`config.mk`:
```
export PLATFORM = sky130hd
export DESIGN_NAME = weightmem_read_sequencer
export DESIGN_NICKNAME = d
export VERILOG_FILES = /design/src/rtl/weightmem_read_sequencer.sv
export SDC_FILE = /design/constraint.sdc
export NUM_CORES = 1
export LEC_CHECK = 0
export CAP_MARGIN = 5
export CORE_ASPECT_RATIO = 1.5
export CORE_MARGIN = 2
export CORE_UTILIZATION = 53
export CTS_BUF_LIST = sky130_fd_sc_hd__clkbuf_8
export CTS_CLUSTER_DIAMETER = 200
export DETAILED_ROUTE_END_ITERATION = 10
export HOLD_SLACK_MARGIN = 0.03
export PLACE_DENSITY = 0.88
export SYNTH_ARGS = -nofsm -noshare
export SYNTH_HDL_FRONTEND = slang
export SYNTH_SLANG_ARGS = --single-unit
```
`constraint.sdc`:
```
create_clock -name clk_i -period 6.3 [get_ports clk_i]
set_input_delay 1.26 -clock clk_i [delete_from_list [all_inputs] [get_ports clk_i]]
set_output_delay 1.26 -clock clk_i [all_outputs]
set_load 0.01 [all_outputs]
```
`src/rtl/weightmem_read_sequencer.sv`:
```
// Read initiator for one weight SRAM bank: streams base..base+N-1 through a 2-entry skid FIFO.
// Optional multi-pass replay of a command is enabled by defining WEIGHTMEM_READ_SEQUENCER_REPEAT_EN.
module weightmem_read_sequencer #(
  parameter int NUM_WORDS  = 1024,
  parameter int DATA_WIDTH = 80,
  parameter int FIFO_DEPTH = 2,
  localparam int ADDR_WIDTH = $clog2(NUM_WORDS)
) (
  input  logic                  clk_i,
  input  logic                  rst_ni,
  input  logic                  start_i,
  input  logic [ADDR_WIDTH-1:0] base_addr_i,
  input  logic [ADDR_WIDTH:0]   num_words_i,
`ifdef WEIGHTMEM_READ_SEQUENCER_REPEAT_EN
  input  logic [7:0]            repeat_i,
`endif
  input  logic                  flush_i,
  output logic                  busy_o,
  output logic                  done_o,
  output logic                  mem_req_o,
  output logic                  mem_we_o,
  output logic [ADDR_WIDTH-1:0] mem_addr_o,
  output logic [DATA_WIDTH-1:0] mem_be_o,
  input  logic [DATA_WIDTH-1:0] mem_rdata_i,
  output logic [DATA_WIDTH-1:0] data_o,
  output logic                  valid_o,
  output logic                  last_o,
  input  logic                  ready_i
);

`ifdef WEIGHTMEM_READ_SEQUENCER_REPEAT_EN
  localparam int OUT_W = ADDR_WIDTH + 10;
`else
  localparam int OUT_W = ADDR_WIDTH + 1;
`endif
  localparam int OCC_W = $clog2(FIFO_DEPTH + 1);
  localparam int CRD_W = OCC_W + 1;
  localparam int PTR_W = $clog2(FIFO_DEPTH);

  typedef enum logic [1:0] {
    IDLE  = 2'd0,
    RUN   = 2'd1,
    DRAIN = 2'd2
  } state_e;

  state_e                state_q;
  logic [ADDR_WIDTH-1:0] addr_q;
  logic [ADDR_WIDTH:0]   rem_issue_q;
  logic [OUT_W-1:0]      rem_out_q;
  logic                  inflight_q;
  logic                  done_q;
  logic [DATA_WIDTH-1:0] fifo_q [FIFO_DEPTH];
  logic [PTR_W-1:0]      wr_ptr_q;
  logic [PTR_W-1:0]      rd_ptr_q;
  logic [OCC_W-1:0]      occ_q;
`ifdef WEIGHTMEM_READ_SEQUENCER_REPEAT_EN
  logic [ADDR_WIDTH-1:0] base_addr_q;
  logic [ADDR_WIDTH:0]   num_q;
  logic [7:0]            pass_q;
`endif

  logic             push;
  logic             pop;
  logic             last_pop;
  logic [CRD_W-1:0] credit;

  function automatic logic [ADDR_WIDTH-1:0] next_addr(input logic [ADDR_WIDTH-1:0] a);
    if (a == ADDR_WIDTH'(NUM_WORDS - 1)) return '0;
    return a + ADDR_WIDTH'(1);
  endfunction

  assign push     = inflight_q;
  assign valid_o  = (occ_q != '0);
  assign pop      = valid_o && ready_i;
  assign last_o   = valid_o && (rem_out_q == OUT_W'(1));
  assign last_pop = last_o && ready_i;
  assign data_o   = fifo_q[rd_ptr_q];

  // Credit counts words already buffered plus the one returning this cycle; a slot freed by
  // this cycle's pop can be reused immediately, which keeps the stream at one word per cycle.
  assign credit    = CRD_W'(occ_q) + CRD_W'(inflight_q) - CRD_W'(pop);
  assign mem_req_o = (state_q == RUN) && !flush_i && (rem_issue_q != '0)
                     && (credit < CRD_W'(FIFO_DEPTH));
  assign mem_addr_o = addr_q;
  assign mem_we_o   = 1'b0;
  assign mem_be_o   = '1;
  assign busy_o     = (state_q != IDLE);
  assign done_o     = done_q;

  always_ff @(posedge clk_i or negedge rst_ni) begin
    if (!rst_ni) begin
      state_q     <= IDLE;
      addr_q      <= '0;
      rem_issue_q <= '0;
      rem_out_q   <= '0;
      inflight_q  <= 1'b0;
      done_q      <= 1'b0;
      wr_ptr_q    <= '0;
      rd_ptr_q    <= '0;
      occ_q       <= '0;
      for (int i = 0; i < FIFO_DEPTH; i++) fifo_q[i] <= '0;
`ifdef WEIGHTMEM_READ_SEQUENCER_REPEAT_EN
      base_addr_q <= '0;
      num_q       <= '0;
      pass_q      <= '0;
`endif
    end else if (flush_i) begin
      // Dropping inflight_q discards the read that returns during the flush cycle.
      state_q     <= IDLE;
      addr_q      <= '0;
      rem_issue_q <= '0;
      rem_out_q   <= '0;
      inflight_q  <= 1'b0;
      done_q      <= 1'b0;
      wr_ptr_q    <= '0;
      rd_ptr_q    <= '0;
      occ_q       <= '0;
`ifdef WEIGHTMEM_READ_SEQUENCER_REPEAT_EN
      base_addr_q <= '0;
      num_q       <= '0;
      pass_q      <= '0;
`endif
    end else begin
      done_q     <= 1'b0;
      inflight_q <= mem_req_o;

      if (push) begin
        fifo_q[wr_ptr_q] <= mem_rdata_i;
        wr_ptr_q         <= wr_ptr_q + PTR_W'(1);
      end
      if (pop) begin
        rd_ptr_q  <= rd_ptr_q + PTR_W'(1);
        rem_out_q <= rem_out_q - OUT_W'(1);
      end
      occ_q <= occ_q + OCC_W'(push) - OCC_W'(pop);

      if (mem_req_o) begin
`ifdef WEIGHTMEM_READ_SEQUENCER_REPEAT_EN
        if ((rem_issue_q == (ADDR_WIDTH+1)'(1)) && (pass_q != '0)) begin
          addr_q      <= base_addr_q;
          rem_issue_q <= num_q;
          pass_q      <= pass_q - 8'd1;
        end else begin
          addr_q      <= next_addr(addr_q);
          rem_issue_q <= rem_issue_q - (ADDR_WIDTH+1)'(1);
        end
`else
        addr_q      <= next_addr(addr_q);
        rem_issue_q <= rem_issue_q - (ADDR_WIDTH+1)'(1);
`endif
      end

      case (state_q)
        IDLE: begin
          if (start_i) begin
            state_q     <= RUN;
            addr_q      <= base_addr_i;
            rem_issue_q <= num_words_i;
`ifdef WEIGHTMEM_READ_SEQUENCER_REPEAT_EN
            base_addr_q <= base_addr_i;
            num_q       <= num_words_i;
            pass_q      <= repeat_i;
            rem_out_q   <= OUT_W'(num_words_i) * OUT_W'({1'b0, repeat_i} + 9'd1);
`else
            rem_out_q   <= num_words_i;
`endif
          end
        end
        RUN: begin
          // rem_out_q is zero here only for an empty command: finish after one busy cycle.
          if (last_pop || (rem_out_q == '0)) begin
            state_q <= IDLE;
            done_q  <= 1'b1;
          end else if (rem_issue_q == '0) begin
            state_q <= DRAIN;
          end
        end
        DRAIN: begin
          if (last_pop) begin
            state_q <= IDLE;
            done_q  <= 1'b1;
          end
        end
        default: state_q <= IDLE;
      endcase
    end
  end

  no_push_when_full: assert property (@(posedge clk_i) disable iff (!rst_ni)
    !(push && (occ_q == OCC_W'(FIFO_DEPTH))));

endmodule

```
==> flow_summary.json <==
{
  "regToRegSetupSlack_ns": 2.93,
  "cts_hold_buf": 0,
  "rsz0062_at_grt": "false",
  "skew_ns": 0.0139,
  "syn_area_per_cell_um2": 12.9,
  "ys_async_sr_fraction": 1.00,
  "status": "finished, final reports clean",
  "die_y_um": 171,
  "worst-path-stages": 10,
  "gp_congestion": 0.877,
  "path_cells": "clkdlybuf4s50_1 > o21ai_1 > mux2i_1 > ha_1 > inv_1 > fa_1 > nand3b_4 > or2_1 > nor2_1 > clkdlybuf4s50_1",
  "power_report.internal_total_mw": 3.58,
  "maxSlewHeadroom": 0.444,
  "setup_ws_ns": 0.626,
  "tritoncts": "yes",
  "core_mm2": 0.0184,
  "drive_above_1_share": 0.300,
  "maxSlewViolCount": 0,
  "hpwl_um": 14600,
  "p_clk_frac": 0.178,
  "ys_warn_count": 0,
  "layout_common_cells": "240 x mux2_2, 199 x dfrtp_1, 199 x clkdlybuf4s50_1, 81 x conb_1, 20 x a21oi_1",
  "grt_pass1_vias": 6613,
  "grt_max_degree": 106,
  "wl_um": 21100,
  "fillers": 1329,
  "syn-cell-area_mm2": 0.00982,
  "slowest_delay_ns": 0.62,
  "finalSetupViolCount": 0,
  "p_per_area_mw_per_mm2": 430,
  "path_buf_inv": 3,
  "rr_endpoint": "mem_addr_o[9]",
  "routedWlPerCell_um": 17.4,
  "min_period_ns": 5.67,
  "stdcell_count": 1216,
  "cp.required_ns": 5.04,
  "r2r-start": "occ_q[1]",
  "worst_pin_slew_ns": 0.822,
  "yosysSeqAreaShare": 0.509,
  "die_w_um": 115,
  "io_pins": 282,
  "grt_pass1_wl_um": 33300,
  "cts.reportedPaths.clkPinSlew_ns": 0.09,
  "clockRootBuffer": "clkbuf_8",
  "clockBufferDepth": 2,
  "crit_fanout": 9,
  "ff2ff_path_depth": 8,
  "via_count": 6313,
  "start_kind": "input pin",
  "dpl.cell_count": 1184,
  "via_per_inst": 5.19,
  "timing.hold.ws_ns": 0.508,
  "grt_overflow_total": 0,
  "area_growth_pct": 24.4,
  "fin_nets": 1068,
  "pwr-share-comb": 0.444,
  "cap_violations": 0,
  "max_freq_mhz": 176,
  "cp.arrival_ns": 4.41,
  "hold_viol_final": 0,
  "seq_power_share": 0.377,
  "rows": 61,
  "synth_edf_count": 0,
  "cp_top_family": "buffers and inverters",
  "worstSetupPathType": "in2out",
  "h-tree-depth": 4,
  "critPathLaunch": "ready_i",
  "port_buffers": 200,
  "min_period_over_period": 0.901,
  "syn_inst": 763,
  "synth_cell_type_count": 50,
  "dp_slack_ns": 0.664,
  "ys.flop_type": "dfrtp_1",
  "endpoint": "mem_req_o",
  "critPathCaptureType": "output pin",
  "mostFrequentLayoutCell": "mux2_2",
  "worstHoldPathCells": 1,
  "post_cts_buffers": 0,
  "p_leak_nw": 5.45,
  "cp_slowest_cell": "clkdlybuf4s50_1",
  "crit_top_cell": "clkdlybuf4s50_1",
  "synth_area_leader_cell": "dfrtp_1",
  "synth_top_area_share": 0.509,
  "hold_class": "reg2reg",
  "post_cts_resized": 0,
  "drcViolationCount": 0,
  "grtUsageTotal": 0.219,
  "start_util": 0.534,
  "dr.pass1.iters": 4,
  "drtIter0Drc": 420,
  "antenna_found_initial": 0,
  "swShare": 0.318,
  "p_sw_mw": 1.67,
  "n_antenna_cell": 0,
  "cts.sinks": 200,
  "cts_buffers": 17,
  "ir_drop_mv": 0.287,
  "setup_tns_ns": 0,
  "synthTopCellsByArea": "dfrtp_1 51%, mux2_2 28%, buf_4 6.2%",
  "ys_ff_latch": 200,
  "dieArea_mm2": 0.0197,
  "insertion_delay_ns": 0.48,
  "ant_nets": 0
}
cells by family after synthesis:
group                      count (synthesis)  synth area share
muxes                                    242             0.277
and+or+nand+nor                           99            0.0574
other                                      2          0.000764
adders and majority gates                 11            0.0148
AOI/OAI and AO/OA                         53            0.0343
xor gates and xnor gates                  29            0.0259
buffers and inverters                    127            0.0804
DFF                                      200             0.509
through the flow:
stage / total power, mW / instance area (um^2) / util
final: 5.25 / 12200 / 0.664
after global routing: 5.56 / 12200 / 0.664
after CTS: 5.31 / 12200 / 0.664
after detailed placement: 4.35 / 11800 / 0.639
after global placement: 4.30 / 11800 / 0.639
after floorplan: 3.32 / 10100 / -
worst min path at each step:
stage                     start           to
global placement     fifo_q[74]   fifo_q[74]
floorplan             fifo_q[0]    fifo_q[0]
CTS                  fifo_q[24]   fifo_q[24]
finish              fifo_q[148]  fifo_q[148]
global route         fifo_q[70]   fifo_q[70]
detailed placement   fifo_q[70]   fifo_q[70]
worst register-to-register path: cells and delay by family (launching register included):
family	cells	cell delay [ns]
AOI/OAI and AO/OA	2	0.70
adders and majority gates	1	0.60
DFF	1	0.45
and+or+nand+nor	5	1.53
flip-flops by register name, summed over array words and instances, names as in the netlist, 2 cells and up:
name	cells
rem_issue_q	11
occ_q	2
fifo_q	160
mem_addr_o	10
rem_out_q	11
state_q	2
cells in the mapped netlist (3+ instances only):
cell type  count
nor3_1         8
xor2_1        14
mux2_2       240
xnor2_1       15
inv_1          8
and3_1         4
a211oi_1       6
nand3b_1       5
nand2_1       15
or2_2          3
nor4_1         6
o21ai_0        7
buf_4         81
dfrtp_1      200
nand4b_1       3
nand4_1        6
o21bai_1       8
nand3_1       10
nor2_1        19
ha_1          10
nor4b_1        4
clkbuf_1      35
a21oi_1       20
layout make-up:
cell class | count | area [um^2] | share of cell area
clock buffers | 17 | 234 | 0.0192
clock inverters | 15 | 224 | 0.0183
inverters | 8 | 30.0 | 0.00246
multi-input cells | 515 | 4330 | 0.355
flip-flops and latches | 200 | 5010 | 0.410
well taps | 252 | 315 | 0.0258
repair buffers | 209 | 2070 | 0.170
layer usage:
layer | up-vias | track usage | routed length [um] | share of wire
met3 | 58 | 0.0446 | 1070 | 0.051
met1 | 3122 | 0.234 | 7710 | 0.37
met2 | 229 | 0.396 | 11500 | 0.54
met4 | 0 | 0.122 | 887 | 0.042
li1 | 2904 | - | - | -
met5 | - | 0 | 0 | 0
power groups by stage:
| stage | logic [mW] | clock network (mW) | registers [mW] |
|---|---|---|---|
| after floorplan | 1.42 | 0 | 1.90 |
| after global placement | 2.31 | 0 | 1.98 |
| after detailed placement | 2.34 | 0 | 2.01 |
| after CTS | 2.36 | 0.963 | 1.99 |
| after global routing | 2.51 | 1.02 | 2.04 |
| final | 2.33 | 0.937 | 1.98 |
Power figures use the tool's default switching activity.
